===== src/rtl/shift_reg_pkg.sv =====
// rtl/shift_reg_pkg.sv - shared constants and helpers for the SIPO/PISO shift-register family
package shift_reg_pkg;

    localparam bit ORDER_MSB_FIRST = 1'b1;
    localparam bit ORDER_LSB_FIRST = 1'b0;

    // Width of a counter that indexes n bits; never narrower than one bit.
    function automatic int cnt_width(input int n);
        int w;
        w = 0;
        while ((1 << w) < n) begin
            w++;
        end
        return (w < 1) ? 1 : w;
    endfunction

endpackage


===== src/rtl/sipo_lane.sv =====
// rtl/sipo_lane.sv - one WIDTH-bit serial-in shift register with selectable bit order
module sipo_lane
    import shift_reg_pkg::*;
#(
    parameter int WIDTH     = 32,
    parameter bit MSB_FIRST = ORDER_MSB_FIRST
) (
    input  logic             clk,
    input  logic             rst,
    input  logic             load,
    input  logic             data_in,
    output logic [WIDTH-1:0] shift_next
);

    (* shreg_extract = "no", srl_style = "register" *) logic [WIDTH-1:0] sr;
    logic [WIDTH-1:0] shifted;

    generate
        if (WIDTH == 1) begin : g_single
            assign shifted = data_in;
        end else if (MSB_FIRST) begin : g_msb
            assign shifted = {sr[WIDTH-2:0], data_in};
        end else begin : g_lsb
            assign shifted = {data_in, sr[WIDTH-1:1]};
        end
    endgenerate

    // The top level captures this value on completion so the word includes the current bit.
    assign shift_next = load ? shifted : sr;

    always_ff @(posedge clk or posedge rst) begin
        if (rst) begin
            sr <= '0;
        end else begin
            sr <= shift_next;
        end
    end

endmodule


===== src/rtl/sipo_deser.sv =====
// rtl/sipo_deser.sv - multi-lane framed deserialiser with holding register and valid/ready output
module sipo_deser
    import shift_reg_pkg::*;
#(
    parameter int WIDTH     = 32,
    parameter int LANES     = 1,
    parameter bit MSB_FIRST = ORDER_MSB_FIRST
) (
    input  logic                               clk,
    input  logic                               rst,
    input  logic                               load,
    input  logic                               sync,
    input  logic [LANES-1:0]                   data_in,
    output logic [LANES*WIDTH-1:0]             data_out,
    output logic                               out_valid,
    input  logic                               out_ready,
    output logic                               overrun,
    output logic [cnt_width(WIDTH)-1:0]        bit_cnt
);

    localparam int            CW   = cnt_width(WIDTH);
    localparam logic [CW-1:0] LAST = CW'(WIDTH - 1);

    logic [LANES*WIDTH-1:0] word_next;
    logic                   complete;
    logic                   consume;

    generate
        for (genvar i = 0; i < LANES; i++) begin : g_lane
            sipo_lane #(
                .WIDTH     (WIDTH),
                .MSB_FIRST (MSB_FIRST)
            ) u_lane (
                .clk        (clk),
                .rst        (rst),
                .load       (load),
                .data_in    (data_in[i]),
                .shift_next (word_next[i*WIDTH +: WIDTH])
            );
        end
    endgenerate

    // sync outranks completion: a word is never emitted on a resync edge.
    assign complete = load && !sync && (bit_cnt == LAST);
    assign consume  = out_valid && out_ready;

    always_ff @(posedge clk or posedge rst) begin
        if (rst) begin
            bit_cnt <= '0;
        end else if (sync) begin
            bit_cnt <= (load && WIDTH > 1) ? CW'(1) : '0;
        end else if (load) begin
            bit_cnt <= (bit_cnt == LAST) ? '0 : bit_cnt + CW'(1);
        end
    end

    always_ff @(posedge clk or posedge rst) begin
        if (rst) begin
            data_out  <= '0;
            out_valid <= 1'b0;
            overrun   <= 1'b0;
        end else begin
            overrun <= 1'b0;
            if (complete) begin
                if (!out_valid || out_ready) begin
                    data_out  <= word_next;
                    out_valid <= 1'b1;
                end else begin
                    overrun <= 1'b1;
                end
            end else if (consume) begin
                out_valid <= 1'b0;
            end
        end
    end

endmodule


===== config.mk =====
export PLATFORM = sky130hd
export DESIGN_NAME = sipo_deser
export DESIGN_NICKNAME = d
export VERILOG_FILES = /design/src/rtl/shift_reg_pkg.sv /design/src/rtl/sipo_lane.sv /design/src/rtl/sipo_deser.sv
export SDC_FILE = /design/constraint.sdc
export NUM_CORES = 1
export LEC_CHECK = 0
export ABC_AREA = 1
export ABC_CLOCK_PERIOD_IN_PS = 4550
export CELL_PAD_IN_SITES_DETAIL_PLACEMENT = 1
export CELL_PAD_IN_SITES_GLOBAL_PLACEMENT = 1
export CORE_ASPECT_RATIO = 0.7
export CORE_MARGIN = 2
export CORE_UTILIZATION = 43
export DETAILED_ROUTE_END_ITERATION = 8
export GPL_TIMING_DRIVEN = 0
export PLACE_DENSITY_LB_ADDON = 0.1
export SYNTH_ARGS = -nofsm -noshare
export SYNTH_HDL_FRONTEND = slang
export SYNTH_SLANG_ARGS = --single-unit

===== constraint.sdc =====
create_clock -name clk -period 4.55 [get_ports clk]
set_input_delay 0.455 -clock clk [delete_from_list [all_inputs] [get_ports clk]]
set_output_delay 0.455 -clock clk [all_outputs]
set_load 0.005 [all_outputs]

Yosys cells after proc, flatten, opt, wreduce, memory -nomap -nowiden
Cells that the tools add are included.

cells by class
  add/sub/neg operators = 1
  equality and inequality tests = 2
  mux-type cells = 10
  reduce and logical (&&, ||, !) cells = 10

operator list
  cell                                            count
  two-way mux 32 bit                              1
  two-way mux 5 bit                               3
  two-way mux 1 bit                               6
  adder 5 x 1 -> 5 bit (second input constant)    1
  == test 5 bit (second input constant)           1
  AND reduction 2 bit                             2
  nonzero test 2 bit                              2
  logical AND 1 bit                               3
  logical NOT 1 bit                               2
  != test 2 x 1 -> 1 bit (second input constant)  1
  logical OR 1 bit                                1

word-level totals
  flip-flop bits (word level) = 71
  input port bits = 6
  output and inout port bits = 39

Depth between registers and ports, before layout
Gate-level depths: netlist of the first run.

  depth after elaboration = 5
  mapped depth = 9
  mapped depth without buffers = 8

Cells and area by module
A second synthesis of the first run with hierarchy kept.

unflattened totals
  cell total of the unflattened synthesis = 320
  area total of the unflattened synthesis = 2945.3 um^2

by module, submodules not included
  module      times used  cells an instance  area each (um^2)  sequential area each (um^2)
  sipo_deser  1           183                1646.6            975.9
  sipo_lane   1           137                1298.7            800.8

Worst setup path after synthesis of the first run
OpenSTA, ideal clock, no wires.

  path kind = register to register
  from = register bit_cnt[0]
  to = register data_out[11]
  data arrival time = 1523 ps
  required time = 4485 ps
  path slack = 2962 ps
  cell stages (with the launch flop) = 10
  clock period less this slack = 1588 ps
  cells stage by stage = dfrtp_1 -> ha_1 -> nand2_1 -> nor2_1 -> ha_1 -> nand3_4 -> nor2_8 -> buf_6 -> nand2_1 -> nand2_1

between the ends
  cells in the longest elaborated chain, start to end = 3

ends and longest elaborated chain
  element                               line              source
  start, declared                       sipo_deser.sv:18  output logic [cnt_width(WIDTH)-1:0] bit_cnt
  start signal, assigned                sipo_deser.sv:51  bit_cnt <= (load && WIDTH > 1) ? CW'(1) : '0;
  start signal, assigned                sipo_deser.sv:53  bit_cnt <= (bit_cnt == LAST) ? '0 : bit_cnt + CW'(1);
  == test 5 bit                         sipo_deser.sv:44  assign complete = load && !sync && (bit_cnt == LAST);
  logical AND 1 bit                     sipo_deser.sv:44
  AND reduction 2 bit (no source line)  n/a
  end signal, assigned                  sipo_deser.sv:66  data_out <= word_next;
  end, declared                         sipo_deser.sv:14  output logic [LANES*WIDTH-1:0] data_out,

No other way between the ends.
A chain may end at the register's enable or synchronous reset.

Worst setup path after layout of the first run
  from = register bit_cnt[0]
  to = register data_out[7]

The elaborated chain is that of the path after synthesis.

==> impl_results.html, run 1 <==
<table>
<tr><th>Metric</th><th>Value</th></tr>
<tr><th colspan="2">Clocking</th></tr>
<tr><td>CTS hold repair buffers</td><td>0</td></tr>
<tr><td>Clock-pin slew of the registers on the worst-case setup and hold paths</td><td>about 70 ps</td></tr>
<tr><td>Total of cells resized after clock tree synthesis</td><td>0</td></tr>
<tr><td>Setup bufs post-CTS</td><td>0</td></tr>
<tr><td>Sinks on Clock Net</td><td>71</td></tr>
<tr><td>Clock buffers created by TritonCTS</td><td>9</td></tr>
<tr><td>CTS tree</td><td>done</td></tr>
<tr><td>Max Root-Sink Buffers</td><td>2</td></tr>
<tr><td>Clk Latency, worst-skew pair</td><td>350 ps</td></tr>
<tr><td>Master cell of the clock root buffer</td><td>clkbuf_8</td></tr>
<tr><td>Number of H-tree levels</td><td>3</td></tr>
<tr><th colspan="2">Synth</th></tr>
<tr><td>Area share of the leading cell type in the synthesized netlist</td><td>62.39%</td></tr>
<tr><td>Synth Register Bits</td><td>71</td></tr>
<tr><td>Number of flops mapped to enable cells by yosys</td><td>0</td></tr>
<tr><td>Prevailing post-synth register cell</td><td>dfrtp_1</td></tr>
<tr><td>Post-synthesis async set-or-reset flop share</td><td>100.0%</td></tr>
<tr><td>Number of nets in the synthesized netlist</td><td>316</td></tr>
<tr><td>Most common cell in the synthesized netlist</td><td>nand2_1</td></tr>
<tr><td>Post-synthesis sequential area ratio</td><td>between 60% and 70%</td></tr>
<tr><td>Top area cells in the synthesized netlist</td><td>dfrtp_1 62%, nand2_1 23%, buf_6 3.6%</td></tr>
<tr><td>Leading cell types by count after synthesis</td><td>171 x nand2_1, 71 x dfrtp_1, 15 x inv_1</td></tr>
<tr><td>Cell type with the highest aggregate area in the netlist</td><td>dfrtp_1</td></tr>
<tr><td>Synth Warn #</td><td>0</td></tr>
<tr><td>Cells after Synth</td><td>308</td></tr>
<tr><td>Unique cell type count in the Yosys netlist</td><td>18</td></tr>
<tr><td>Mean area per synthesized cell</td><td>just over 9 um2</td></tr>
<tr><td>Post-synthesis cell area</td><td>2848 um2</td></tr>
<tr><th colspan="2">Worst setup path</th></tr>
<tr><td>Worst endpoint required time</td><td>between 4000 and 5000 ps</td></tr>
<tr><td>Crit path capture</td><td>data_out[7]</td></tr>
<tr><td>R2R Setup Slk</td><td>about 2700 ps</td></tr>
<tr><td>Critical path startpoint</td><td>bit_cnt[0]</td></tr>
<tr><td>Worst reg2reg path endpoint</td><td>data_out[7]</td></tr>
<tr><td>Kind of critical path</td><td>flop to flop</td></tr>
<tr><td>Maximum fanout count along the critical path</td><td>10</td></tr>
<tr><td>Kind of start point of the critical path</td><td>flop</td></tr>
<tr><td>Arrival time at the worst endpoint</td><td>between 2000 and 2500 ps</td></tr>
<tr><td>Kind of end point of the critical path</td><td>flop</td></tr>
<tr><td>R2R Path Start</td><td>bit_cnt[0]</td></tr>
<tr><td>Length in cells of the worst reg-to-reg path</td><td>9</td></tr>
<tr><th colspan="2">Power</th></tr>
<tr><td>Switching portion of total power</td><td>between 20% and 30%</td></tr>
<tr><td>Power spent charging and discharging nets</td><td>337.1 uW</td></tr>
<tr><td>Overall power of the completed layout</td><td>1.497 mW</td></tr>
<tr><td>Internal Power</td><td>between 1 and 1.5 mW</td></tr>
<tr><td>Maximum resistive drop on vdd</td><td>~0.16 mV</td></tr>
<tr><td>Power density of the placed cells</td><td>409.5 nW/um2</td></tr>
<tr><td>Leakage power</td><td>roughly 1.9 nW</td></tr>
<tr><td>Share of total power in the clock network</td><td>between 40 and 50%</td></tr>
<tr><td>Reg power frac</td><td>between 40% and 50%</td></tr>
<tr><td>Power share of the combinational group</td><td>7.1%</td></tr>
<tr><th colspan="2">Floorplanning</th></tr>
<tr><td>Top-level I/O count</td><td>45</td></tr>
<tr><td>Area of the die</td><td>around 7300 um2</td></tr>
<tr><td>Height of the chip</td><td>about 70 um</td></tr>
<tr><td># rows</td><td>24</td></tr>
<tr><td>Die outline width</td><td>101.3 um</td></tr>
<tr><td>Effective utilization at floorplan</td><td>between 40 and 50%</td></tr>
<tr><td>Area of the core region</td><td>~6300 um2</td></tr>
<tr><th colspan="2">Layout</th></tr>
<tr><td>Layout overhead on the synthesized area</td><td>28.43%</td></tr>
<tr><td>Final core utilization</td><td>between 50% and 60%</td></tr>
<tr><td>Fraction of final layout cells with drive strength greater than 1</td><td>under 10%</td></tr>
<tr><td>Number of antenna diodes</td><td>0</td></tr>
<tr><td>Nets@finish</td><td>370</td></tr>
<tr><th colspan="2">Global routing</th></tr>
<tr><td>Global-route total usage across every layer</td><td>between 20% and 30%</td></tr>
<tr><td>Number of global-route vias before repair</td><td>~2400</td></tr>
<tr><td>Global-route wire length before repair</td><td>11.58 mm</td></tr>
<tr><td>Pin count of the biggest net entering global routing</td><td>72</td></tr>
<tr><td>Initial antenna violation count</td><td>0</td></tr>
<tr><td>Remaining global-route overflow</td><td>0</td></tr>
<tr><th colspan="2">Route</th></tr>
<tr><td>Routed via count divided by cell count</td><td>just under 5</td></tr>
<tr><td>Vias after detailed routing</td><td>about 2200</td></tr>
<tr><td>Total length of routed wires</td><td>a little under 7 mm</td></tr>
<tr><td>Number of antenna-violating nets in the routed design</td><td>0</td></tr>
<tr><td>Count of unresolved DRC violations after routing</td><td>0</td></tr>
<tr><td>Initial detailed-routing violation count</td><td>90</td></tr>
<tr><td>Pre-antenna DRT Iters</td><td>4</td></tr>
<tr><td>WL per Instance</td><td>roughly 15 um</td></tr>
<tr><th colspan="2">Job</th></tr>
<tr><td>Max Cap Violations</td><td>0</td></tr>
<tr><th colspan="2">Hold path</th></tr>
<tr><td>Path class of the lowest-slack min-delay path</td><td>input port to flop</td></tr>
<tr><th colspan="2">Place</th></tr>
<tr><td>Routability congestion estimate from global placement</td><td>~0.74</td></tr>
<tr><td>Number of port buffers</td><td>between 40 and 50</td></tr>
<tr><td>Sum of net half-perimeters after detailed placement</td><td>4.312 mm</td></tr>
<tr><th colspan="2">Timing</th></tr>
<tr><td>Portion of the clock cycle consumed by the worst path in the final layout</td><td>40.37%</td></tr>
<tr><td>RSZ-0062 raised after global routing</td><td>false</td></tr>
<tr><td>Period minus WS final</td><td>around 1800 ps</td></tr>
<tr><td>Number of pins with negative max-slew slack in the final report</td><td>0</td></tr>
<tr><td>Count of endpoints failing hold in the final timing report</td><td>0</td></tr>
<tr><td>Count of final setup violators</td><td>0</td></tr>
<tr><td>Max Clock Freq</td><td>about 0.54 GHz</td></tr>
<tr><td>Remaining max-slew budget at the tightest pin</td><td>between 40% and 50%</td></tr>
<tr><td>Tightest Pin Transition</td><td>871.6 ps</td></tr>
<tr><td>Clock skew after layout</td><td>8.798 ps</td></tr>
<tr><td>Final TNS setup</td><td>0 ps</td></tr>
<tr><th colspan="2">Status</th></tr>
<tr><td>Result of the run</td><td>complete, no violations</td></tr>
</table>
-- through the flow --
step           hold slack, ps  cell area, um2  cells  worst slack, ps
6_report                427.5            3657    445             2713
5_1_grt                 422.1            3657    445             2531
4_1_cts                 417.0            3657    445             2674
3_5_place_dp            464.6            3378    429             2701
3_3_place_gp            457.1            3376    429             1052
2_1_floorplan           438.4            2848    308             2298
-- sequential cells by signal (all words and copies together) (netlist names) --
register          flops
out_valid             1
overrun               1
data_out             32
bit_cnt               5
g_lane.u_lane.sr     32
-- cells in the final DEF (no fill, tap or decap) --
master	instances
nor2_1	7
nand2_1	171
clkbuf_8	11
nor2_8	1
inv_4	2
nand4_1	1
nand3_1	2
dfrtp_1	71
ha_1	2
clkinvlp_4	1
buf_4	1
o21ai_0	12
bufinv_16	4
buf_2	3
buf_6	9
nand3_4	2
inv_1	14
o21ai_1	7
a21oi_1	1
clkdlybuf4s50_1	43
xnor2_1	1
nor2_4	1
-- worst min-delay path by stage --
stage                       startpoint                 endpoint  slack, ps  depth (start not counted)
5_1_grt                           load   g_lane[0].u_lane.sr[9]        420                          2
3_5_place_dp              data_out[29]             data_out[29]        460                          2
6_report                          load                  overrun        430                          3
4_1_cts                           load   g_lane[0].u_lane.sr[9]        420                          2
3_3_place_gp   g_lane[0].u_lane.sr[31]  g_lane[0].u_lane.sr[31]        460                          2
2_1_floorplan  g_lane[0].u_lane.sr[31]  g_lane[0].u_lane.sr[31]        440                          2
-- cell families after synthesis --
logic type	Yosys count	share of synthesized area [%]
XOR/XNOR	1	0.3076
adder cells (fa/ha/maj)	2	0.8786
AND/OR/NAND/NOR	185	26.36
AO/OA/AOI/OAI	20	3.515
buffers and inverters	29	6.547
flip-flops	71	62.39
-- power groups by stage --
| stage | logic [mW] | registers, mW | clock network [mW] |
|---|---|---|---|
| 2_1_floorplan | 0.0723 | 0.707 | 0 |
| 3_3_place_gp | 0.0999 | 0.711 | 0 |
| 3_5_place_dp | 0.105 | 0.714 | 0 |
| 4_1_cts | 0.109 | 0.704 | 0.698 |
| 5_1_grt | 0.122 | 0.709 | 0.723 |
| 6_report | 0.107 | 0.705 | 0.686 |
-- routing by layer --
| layer | vias to the layer above | track usage, % | routed length [um] |
|---|---|---|---|
| met5 | - | 0 | 0 |
| met2 | 35 | 34.36 | 3258 |
| li1 | 1045 | - | - |
| met3 | 12 | 7.033 | 248 |
| met4 | 0 | 6.757 | 93 |
| met1 | 1062 | 26.92 | 3208 |
-- cell type report --
class,instances,area (um2)
Fill cell,759,2649
Sequential cell,71,1777
Multi-Input combinational cell,208,884.6
Timing Repair Buffer,43,430.4
Clock buffer,11,151.4
Clock inverter,5,127.6
Buffer,13,123.9
Tap cell,78,97.59
Inverter,16,65.06
-- critical path, cell delays in order, from the launching register on --
cell and delay [ps]:
dfrtp_1 450, ha_1 210, nand2_1 60, nor2_1 100
ha_1 350, nand3_4 150, nor2_8 160, buf_6 160
nand2_1 60, nand2_1 70
Note: power is estimated with default switching activity, not from simulation.
==> run 2, diff against run 1 <==
--- a/config.mk
+++ b/config.mk
@@ -6,12 +6,12 @@
 export NUM_CORES = 1
 export LEC_CHECK = 0
 export ABC_AREA = 1
-export ABC_CLOCK_PERIOD_IN_PS = 4550
+export ABC_CLOCK_PERIOD_IN_PS = 1480
 export CELL_PAD_IN_SITES_DETAIL_PLACEMENT = 1
 export CELL_PAD_IN_SITES_GLOBAL_PLACEMENT = 1
 export CORE_ASPECT_RATIO = 0.7
 export CORE_MARGIN = 2
-export CORE_UTILIZATION = 43
+export CORE_UTILIZATION = 36
 export DETAILED_ROUTE_END_ITERATION = 8
 export GPL_TIMING_DRIVEN = 0
 export PLACE_DENSITY_LB_ADDON = 0.1
==> constraint.sdc (replaced) <==
create_clock -name clk -period 1.48 [get_ports clk]
set_input_delay 0.148 -clock clk [delete_from_list [all_inputs] [get_ports clk]]
set_output_delay 0.148 -clock clk [all_outputs]
set_load 0.005 [all_outputs]
==> run 2 against run 1 <==
Net effect: the run now ends with setup timing left; routed wire length is 7.1% higher; cell area is 12% higher; maximum frequency is 17% higher; critical path type unchanged; critical endpoint is now data_out[24]; largest cell class unchanged.
==> impl_results.html, run 2 (same netlist as run 1, synthesis figures left out) <==
<table>
<tr><th>Metric</th><th>Value</th></tr>
<tr><th colspan="2">Floorplanning</th></tr>
<tr><td>Top-level I/O count</td><td>45</td></tr>
<tr><td># rows</td><td>27</td></tr>
<tr><td>Die outline width</td><td>~110 um</td></tr>
<tr><td>Area of the die</td><td>around 8600 um2</td></tr>
<tr><td>Area of the core region</td><td>~7800 um2</td></tr>
<tr><td>Height of the chip</td><td>between 70 and 80 um</td></tr>
<tr><td>Effective utilization at floorplan</td><td>roughly 37%</td></tr>
<tr><th colspan="2">Route</th></tr>
<tr><td>Routed via count divided by cell count</td><td>~4.6</td></tr>
<tr><td>Vias after detailed routing</td><td>between 2000 and 2500</td></tr>
<tr><td>Number of antenna-violating nets in the routed design</td><td>0</td></tr>
<tr><td>Pre-antenna DRT Iters</td><td>4</td></tr>
<tr><td>Initial detailed-routing violation count</td><td>70</td></tr>
<tr><td>WL per Instance</td><td>roughly 15 um</td></tr>
<tr><td>Total length of routed wires</td><td>7.290 mm</td></tr>
<tr><td>Count of unresolved DRC violations after routing</td><td>0</td></tr>
<tr><th colspan="2">Job</th></tr>
<tr><td>Max Cap Violations</td><td>0</td></tr>
<tr><th colspan="2">Global routing</th></tr>
<tr><td>Pin count of the biggest net entering global routing</td><td>38</td></tr>
<tr><td>Global-route wire length before repair</td><td>between 10 and 15 mm</td></tr>
<tr><td>Global-route total usage across every layer</td><td>between 10% and 20%</td></tr>
<tr><td>Number of global-route vias before repair</td><td>~2400</td></tr>
<tr><td>Remaining global-route overflow</td><td>0</td></tr>
<tr><td>Initial antenna violation count</td><td>0</td></tr>
<tr><th colspan="2">Worst setup path</th></tr>
<tr><td>Length in cells of the worst reg-to-reg path</td><td>9</td></tr>
<tr><td>Highest cell delay on the worst timing path</td><td>around 400 ps</td></tr>
<tr><td>R2R Path Start</td><td>bit_cnt[0]</td></tr>
<tr><td>Critical path startpoint</td><td>bit_cnt[0]</td></tr>
<tr><td>Crit path capture</td><td>data_out[24]</td></tr>
<tr><td>Maximum fanout count along the critical path</td><td>7</td></tr>
<tr><td>Kind of start point of the critical path</td><td>flop</td></tr>
<tr><td>Arrival time at the worst endpoint</td><td>roughly 1800 ps</td></tr>
<tr><td>CP bufs+invs</td><td>2</td></tr>
<tr><td>Category of cells accounting for the largest share of critical-path delay</td><td>simple AND/OR/NAND/NOR gates</td></tr>
<tr><td>Worst reg2reg path endpoint</td><td>data_out[24]</td></tr>
<tr><td>Worst endpoint required time</td><td>1710 ps</td></tr>
<tr><td>Logic depth of the worst path, buffers included</td><td>9</td></tr>
<tr><td>Kind of end point of the critical path</td><td>flop</td></tr>
<tr><td>Kind of critical path</td><td>flop to flop</td></tr>
<tr><td>Series of cell instances along the critical path</td><td>ha_4 -&gt; nand2_4 -&gt; nor2_4 -&gt; ha_4 -&gt; buf_6 -&gt; nand3_4 -&gt; clkbuf_16 -&gt; nand2_4 -&gt; nand2_2</td></tr>
<tr><td>R2R Setup Slk</td><td>-90 ps</td></tr>
<tr><td>Highest-delay cell along the critical path</td><td>dfrtp_2</td></tr>
<tr><th colspan="2">Status</th></tr>
<tr><td>Result of the run</td><td>finished, violations left</td></tr>
<tr><td>Violated checks</td><td>setup timing</td></tr>
<tr><th colspan="2">Timing</th></tr>
<tr><td>Final TNS setup</td><td>-1915 ps</td></tr>
<tr><td>Remaining max-slew budget at the tightest pin</td><td>a little under half</td></tr>
<tr><td>Tightest Pin Transition</td><td>between 800 and 900 ps</td></tr>
<tr><td>Portion of the clock cycle consumed by the worst path in the final layout</td><td>106.2%</td></tr>
<tr><td>Count of final setup violators</td><td>31</td></tr>
<tr><td>Worst-case setup margin in the final layout</td><td>-91.77 ps</td></tr>
<tr><td>Count of endpoints failing hold in the final timing report</td><td>0</td></tr>
<tr><td>Period minus WS final</td><td>roughly 1600 ps</td></tr>
<tr><td>RSZ-0062 raised after global routing</td><td>true</td></tr>
<tr><td>Clock skew after layout</td><td>8.141 ps</td></tr>
<tr><td>Worst hold slack</td><td>around 130 ps</td></tr>
<tr><td>Max Clock Freq</td><td>between 0.6 and 0.7 GHz</td></tr>
<tr><td>Number of pins with negative max-slew slack in the final report</td><td>0</td></tr>
<tr><th colspan="2">Layout</th></tr>
<tr><td>Layout overhead on the synthesized area</td><td>43.85%</td></tr>
<tr><td>Final instance area</td><td>slightly above 4000 um2</td></tr>
<tr><td>Most common cell after layout, fill and taps aside</td><td>nand2_1</td></tr>
<tr><td>Largest regs</td><td>data_out (32), g_lane.u_lane.sr (32), bit_cnt (5)</td></tr>
<tr><td>Fraction of final layout cells with drive strength greater than 1</td><td>between 20% and 30%</td></tr>
<tr><td>Number of antenna diodes</td><td>0</td></tr>
<tr><td>Fillers</td><td>890</td></tr>
<tr><td>Commonest cells after routing, fill and taps aside</td><td>132 x nand2_1, 69 x dfrtp_1, 40 x clkdlybuf4s50_1, 27 x nand2_2, 15 x buf_6</td></tr>
<tr><td>Non-filler cells, final</td><td>around 480</td></tr>
<tr><td>Nets@finish</td><td>roughly 390</td></tr>
<tr><th colspan="2">Clocking</th></tr>
<tr><td>Clock-pin slew of the registers on the worst-case setup and hold paths</td><td>60 ps</td></tr>
<tr><td>Max Root-Sink Buffers</td><td>2</td></tr>
<tr><td>Sinks on Clock Net</td><td>71</td></tr>
<tr><td>Number of H-tree levels</td><td>3</td></tr>
<tr><td>Master cell of the clock root buffer</td><td>clkbuf_16</td></tr>
<tr><td>Clock buffers created by TritonCTS</td><td>9</td></tr>
<tr><td>Clk Latency, worst-skew pair</td><td>around 340 ps</td></tr>
<tr><td>CTS tree</td><td>done</td></tr>
<tr><th colspan="2">Place</th></tr>
<tr><td>Number of port buffers</td><td>43</td></tr>
<tr><td>Placed Cells incl. Taps</td><td>453</td></tr>
<tr><td>Sum of net half-perimeters after detailed placement</td><td>4.245 mm</td></tr>
<tr><td>Routability congestion estimate from global placement</td><td>around 0.77</td></tr>
<tr><td>Standard cell area after detailed placement</td><td>3431 um2</td></tr>
<tr><th colspan="2">Power</th></tr>
<tr><td>Power share of the combinational group</td><td>7.8%</td></tr>
<tr><td>Power density of the placed cells</td><td>1163 nW/um2</td></tr>
<tr><td>Leakage power</td><td>roughly 2.1 nW</td></tr>
<tr><td>Maximum resistive drop on vdd</td><td>about 0.49 mV</td></tr>
<tr><td>Overall power of the completed layout</td><td>about 4.8 mW</td></tr>
<tr><td>Switching portion of total power</td><td>between 20% and 30%</td></tr>
<tr><td>Reg power frac</td><td>45.3%</td></tr>
<tr><td>Internal Power</td><td>between 3 and 4 mW</td></tr>
<tr><td>Share of total power in the clock network</td><td>between 40% and 50%</td></tr>
<tr><td>Power spent charging and discharging nets</td><td>approximately 1.2 mW</td></tr>
<tr><th colspan="2">Hold path</th></tr>
<tr><td>Path class of the lowest-slack min-delay path</td><td>input port to flop</td></tr>
</table>
[run 2: cell types whose count changed in the layout (fill, tap and decap cells not counted), moves of 3 or more]
| cell | before | now |
|---|---|---|
| nand2_1 | 171 | 132 |
| nand2_2 | 0 | 27 |
| nand2_4 | 0 | 12 |
| clkbuf_16 | 0 | 10 |
| clkbuf_8 | 11 | 1 |
| buf_4 | 1 | 8 |
| buf_6 | 9 | 15 |
| bufinv_16 | 4 | 1 |
| clkdlybuf4s50_1 | 43 | 40 |
| dlymetal6s2s_1 | 0 | 3 |
[run 2: metal layers]
metal  part of all wire (%)  wire (um)  GRT usage [%]  vias up
li1                       -          -              -     1077
met1                     49       3558          26.03     1108
met2                     47       3416          27.12       44
met3                    3.0        217          4.319       10
met4                    1.3         97          6.000        0
met5                      0          0              0        -
[run 2: repair_timing]
item,CTS,global route
gates cloned,4,1
resized for setup,17,57
endpoints found under the setup margin,33,36
setup buffers,8,2
hold buffers,0,0
pin swaps,2,11
[run 2: how the worst min path moves through the flow]
stage / cells after the start / from / end / slack (ps)
after floorplan: 2 / data_in / g_lane[0].u_lane.sr[0] / 280
after global placement: 2 / g_lane[0].u_lane.sr[31] / g_lane[0].u_lane.sr[31] / 460
after detailed placement: 2 / data_out[7] / data_out[7] / 460
after CTS: 2 / load / g_lane[0].u_lane.sr[3] / 120
after global routing: 2 / load / g_lane[0].u_lane.sr[9] / 140
final: 2 / load / g_lane[0].u_lane.sr[9] / 130
[run 2: layout make-up]
type | instances | area [um2] | share of cell area (%)
clock inverter | 6 | 68.82 | 1.680
buffer | 13 | 127.6 | 3.115
tap | 101 | 126.4 | 3.085
multi-input combinational | 208 | 1075 | 26.24
clock buffer | 10 | 239.0 | 5.834
sequential | 71 | 1779 | 43.43
timing repair buffer | 59 | 614.3 | 15.00
inverter | 16 | 66.31 | 1.619
[run 2: worst reg2reg max path, delay by kind of cell, from the launching register on]
kind	cells	cell delay [ps]
simple gates	5	420
buf+inv	2	340
fa+ha+maj	2	310
flops	1	400
[run 2: power by group through the flow]
stage	sequential [mW]	combinational [mW]	clock, mW
3_5_place_dp	2.19	0.327	0
2_1_floorplan	2.17	0.223	0
3_3_place_gp	2.19	0.313	0
5_1_grt	2.17	0.424	2.36
6_report	2.16	0.371	2.23
4_1_cts	2.16	0.359	2.27
[run 2: per-stage QoR]
step	util (%)	worst slack, ps
after global placement	43.90	-386.6
after global routing	52.72	-167.5
after floorplan	-	-50.98
after detailed placement	44.15	-254.2
final	52.72	-91.77
after CTS	49.77	-96.67
==> run 3, diff against run 2 <==
--- a/config.mk
+++ b/config.mk
@@ -15,6 +15,7 @@
 export DETAILED_ROUTE_END_ITERATION = 8
 export GPL_TIMING_DRIVEN = 0
 export PLACE_DENSITY_LB_ADDON = 0.1
+export SKIP_LAST_GASP = 1
 export SYNTH_ARGS = -nofsm -noshare
 export SYNTH_HDL_FRONTEND = slang
 export SYNTH_SLANG_ARGS = --single-unit
==> run 3 against run 2 <==
Net effect: the flow still finishes with violations (setup timing); sequential share of layout area is 0.13 points higher; utilization is 0.16 points lower; count of clock-buffer cells in the layout is the same; register-to-register slack hardly changed; flip-flop and latch count stayed put; sequential power is essentially flat; hold slack worse by 1.9 ps; non-clock buffer count is 1 higher; combinational power barely moved; via count rose by 0.13%; final cell count is 0.21% higher; cell area shrank 0.31%; critical path type unchanged; highest routed layer unchanged.
==> impl_results.html, run 3 (same netlist as run 1, synthesis figures left out) <==
<table>
<tr><th>Metric</th><th>Value</th></tr>
<tr><th colspan="2">Worst setup path</th></tr>
<tr><td>Kind of critical path</td><td>flop to flop</td></tr>
<tr><td>R2R Setup Slk</td><td>-90 ps</td></tr>
<tr><td>Series of cell instances along the critical path</td><td>ha_4 -&gt; nand2_4 -&gt; nor2_4 -&gt; ha_4 -&gt; buf_6 -&gt; nand3_4 -&gt; clkbuf_16 -&gt; nand2_4 -&gt; nand2_2</td></tr>
<tr><td>Length in cells of the worst reg-to-reg path</td><td>9</td></tr>
<tr><td>Maximum fanout count along the critical path</td><td>7</td></tr>
<tr><td>Worst endpoint required time</td><td>roughly 1700 ps</td></tr>
<tr><td>R2R Path Start</td><td>bit_cnt[0]</td></tr>
<tr><td>Critical path startpoint</td><td>bit_cnt[0]</td></tr>
<tr><td>Crit path capture</td><td>data_out[24]</td></tr>
<tr><td>Kind of end point of the critical path</td><td>flop</td></tr>
<tr><td>Highest cell delay on the worst timing path</td><td>roughly 400 ps</td></tr>
<tr><td>Arrival time at the worst endpoint</td><td>~1800 ps</td></tr>
<tr><td>Kind of start point of the critical path</td><td>flop</td></tr>
<tr><td>Highest-delay cell along the critical path</td><td>dfrtp_2</td></tr>
<tr><td>Worst reg2reg path endpoint</td><td>data_out[24]</td></tr>
<tr><th colspan="2">Layout</th></tr>
<tr><td>Number of antenna diodes</td><td>0</td></tr>
<tr><td>Largest regs</td><td>data_out (32), g_lane.u_lane.sr (32), bit_cnt (5)</td></tr>
<tr><td>Nets@finish</td><td>387</td></tr>
<tr><td>Most common cell after layout, fill and taps aside</td><td>nand2_1</td></tr>
<tr><td>Commonest cells after routing, fill and taps aside</td><td>137 x nand2_1, 69 x dfrtp_1, 41 x clkdlybuf4s50_1, 23 x nand2_2, 15 x buf_6</td></tr>
<tr><td>Final instance area</td><td>roughly 4000 um2</td></tr>
<tr><td>Layout overhead on the synthesized area</td><td>43.41%</td></tr>
<tr><td>Fraction of final layout cells with drive strength greater than 1</td><td>approximately a quarter</td></tr>
<tr><td>Non-filler cells, final</td><td>485</td></tr>
<tr><td>Final core utilization</td><td>a little over half</td></tr>
<tr><th colspan="2">Floorplanning</th></tr>
<tr><td>Area of the die</td><td>between 8000 and 9000 um2</td></tr>
<tr><td>Effective utilization at floorplan</td><td>a little over a third</td></tr>
<tr><td>Top-level I/O count</td><td>between 40 and 50</td></tr>
<tr><td>Die outline width</td><td>around 110 um</td></tr>
<tr><td># rows</td><td>27</td></tr>
<tr><td>Area of the core region</td><td>a little under 8000 um2</td></tr>
<tr><td>Height of the chip</td><td>78.41 um</td></tr>
<tr><th colspan="2">Place</th></tr>
<tr><td>Standard cell area after detailed placement</td><td>3431 um2</td></tr>
<tr><td>Worst setup slack after placement</td><td>-254.2 ps</td></tr>
<tr><td>Placed Cells incl. Taps</td><td>approximately 450</td></tr>
<tr><td>Number of port buffers</td><td>between 40 and 50</td></tr>
<tr><td>Sum of net half-perimeters after detailed placement</td><td>4.245 mm</td></tr>
<tr><td>Routability congestion estimate from global placement</td><td>between 0.7 and 0.8</td></tr>
<tr><th colspan="2">Clocking</th></tr>
<tr><td>Clk Latency, worst-skew pair</td><td>approximately 340 ps</td></tr>
<tr><td>CTS hold repair buffers</td><td>0</td></tr>
<tr><td>Clock-pin slew of the registers on the worst-case setup and hold paths</td><td>about 60 ps</td></tr>
<tr><td>Master cell of the clock root buffer</td><td>clkbuf_16</td></tr>
<tr><td>Max Root-Sink Buffers</td><td>2</td></tr>
<tr><td>Sinks on Clock Net</td><td>between 70 and 80</td></tr>
<tr><td>Number of H-tree levels</td><td>3</td></tr>
<tr><td>Clock buffers created by TritonCTS</td><td>9</td></tr>
<tr><td>CTS tree</td><td>done</td></tr>
<tr><th colspan="2">Power</th></tr>
<tr><td>Leakage power</td><td>roughly 2.1 nW</td></tr>
<tr><td>Maximum resistive drop on vdd</td><td>around 0.49 mV</td></tr>
<tr><td>Overall power of the completed layout</td><td>~4.8 mW</td></tr>
<tr><td>Power density of the placed cells</td><td>around 1200 nW/um2</td></tr>
<tr><th colspan="2">Route</th></tr>
<tr><td>Routed via count divided by cell count</td><td>4.623</td></tr>
<tr><td>Pre-antenna DRT Iters</td><td>4</td></tr>
<tr><td>Total length of routed wires</td><td>7.297 mm</td></tr>
<tr><td>Number of antenna-violating nets in the routed design</td><td>0</td></tr>
<tr><td>Vias after detailed routing</td><td>approximately 2200</td></tr>
<tr><td>WL per Instance</td><td>roughly 15 um</td></tr>
<tr><td>Initial detailed-routing violation count</td><td>70</td></tr>
<tr><td>Count of unresolved DRC violations after routing</td><td>0</td></tr>
<tr><th colspan="2">Global routing</th></tr>
<tr><td>Global-route wire length before repair</td><td>between 10 and 15 mm</td></tr>
<tr><td>Remaining global-route overflow</td><td>0</td></tr>
<tr><td>Global-route total usage across every layer</td><td>18.17%</td></tr>
<tr><td>Initial antenna violation count</td><td>0</td></tr>
<tr><td>Number of global-route vias before repair</td><td>roughly 2400</td></tr>
<tr><td>Pin count of the biggest net entering global routing</td><td>38</td></tr>
<tr><th colspan="2">Hold path</th></tr>
<tr><td>Path class of the lowest-slack min-delay path</td><td>input port to flop</td></tr>
<tr><th colspan="2">Timing</th></tr>
<tr><td>Clock skew after layout</td><td>approximately 8 ps</td></tr>
<tr><td>Remaining max-slew budget at the tightest pin</td><td>about 47%</td></tr>
<tr><td>Max Clock Freq</td><td>0.6380 GHz</td></tr>
<tr><td>Worst hold slack</td><td>about 120 ps</td></tr>
<tr><td>Tightest Pin Transition</td><td>between 700 and 800 ps</td></tr>
<tr><td>Count of endpoints failing hold in the final timing report</td><td>0</td></tr>
<tr><td>Worst-case setup margin in the final layout</td><td>-87.35 ps</td></tr>
<tr><td>Final TNS setup</td><td>-1833 ps</td></tr>
<tr><td>Period minus WS final</td><td>1567 ps</td></tr>
<tr><td>Portion of the clock cycle consumed by the worst path in the final layout</td><td>105.9%</td></tr>
<tr><td>RSZ-0062 raised after global routing</td><td>true</td></tr>
<tr><td>Number of pins with negative max-slew slack in the final report</td><td>0</td></tr>
<tr><td>Count of final setup violators</td><td>31</td></tr>
<tr><th colspan="2">Status</th></tr>
<tr><td>Violated checks</td><td>setup timing</td></tr>
<tr><td>Result of the run</td><td>finished, violations left</td></tr>
<tr><th colspan="2">Job</th></tr>
<tr><td>Max Cap Violations</td><td>0</td></tr>
</table>
run 3: critical path: cells and delay by family (launching register included):
| kind | cells | cell delay [ps] |
|---|---|---|
| adders and majority gates | 2 | 310 |
| and+or+nand+nor | 5 | 420 |
| buffers and inverters | 2 | 340 |
| DFF | 1 | 400 |
run 3: final cells by class:
class                   instances  area [um2]
well taps                     101       126.4
plain buffers                  13       127.6
flip-flops and latches         71        1779
clock inverters                 6       68.82
fillers                       891        3686
repair buffers                 60       619.3
inverters                      16       66.31
clock buffers                  10       239.0
multi-input cells             208        1057
run 3: where the power goes:
| group | total (mW) | switching [mW] | internal (mW) | leakage [nW] |
|---|---|---|---|---|
| Sequential | 2.16 | 0.0724 | 2.09 | 0.961 |
| Clock | 2.23 | 0.874 | 1.36 | 0.149 |
| Combinational | 0.372 | 0.244 | 0.128 | 0.972 |
run 3: worst min path at each step:
stage                                 start                      end  slack, ps  cells past startpoint
finish                                 load   g_lane[0].u_lane.sr[9]        120                      2
global route                           load   g_lane[0].u_lane.sr[9]        140                      2
CTS                                    load   g_lane[0].u_lane.sr[3]        120                      2
detailed placement              data_out[7]              data_out[7]        460                      2
global placement    g_lane[0].u_lane.sr[31]  g_lane[0].u_lane.sr[31]        460                      2
floorplan                           data_in   g_lane[0].u_lane.sr[0]        280                      2
run 3: routing by layer:
metal,wire length (um),track usage (%)
met2,3404,27.12
met4,95,6.000
met3,239,4.319
met5,0,0
met1,3558,26.03
run 3: what timing repair did:
action,CTS,global route
buffers inserted,8,3
hold endpoints to repair,0,0
pin swaps,2,11
setup endpoints to repair,33,37
gates cloned,4,1
gates resized for setup,15,52
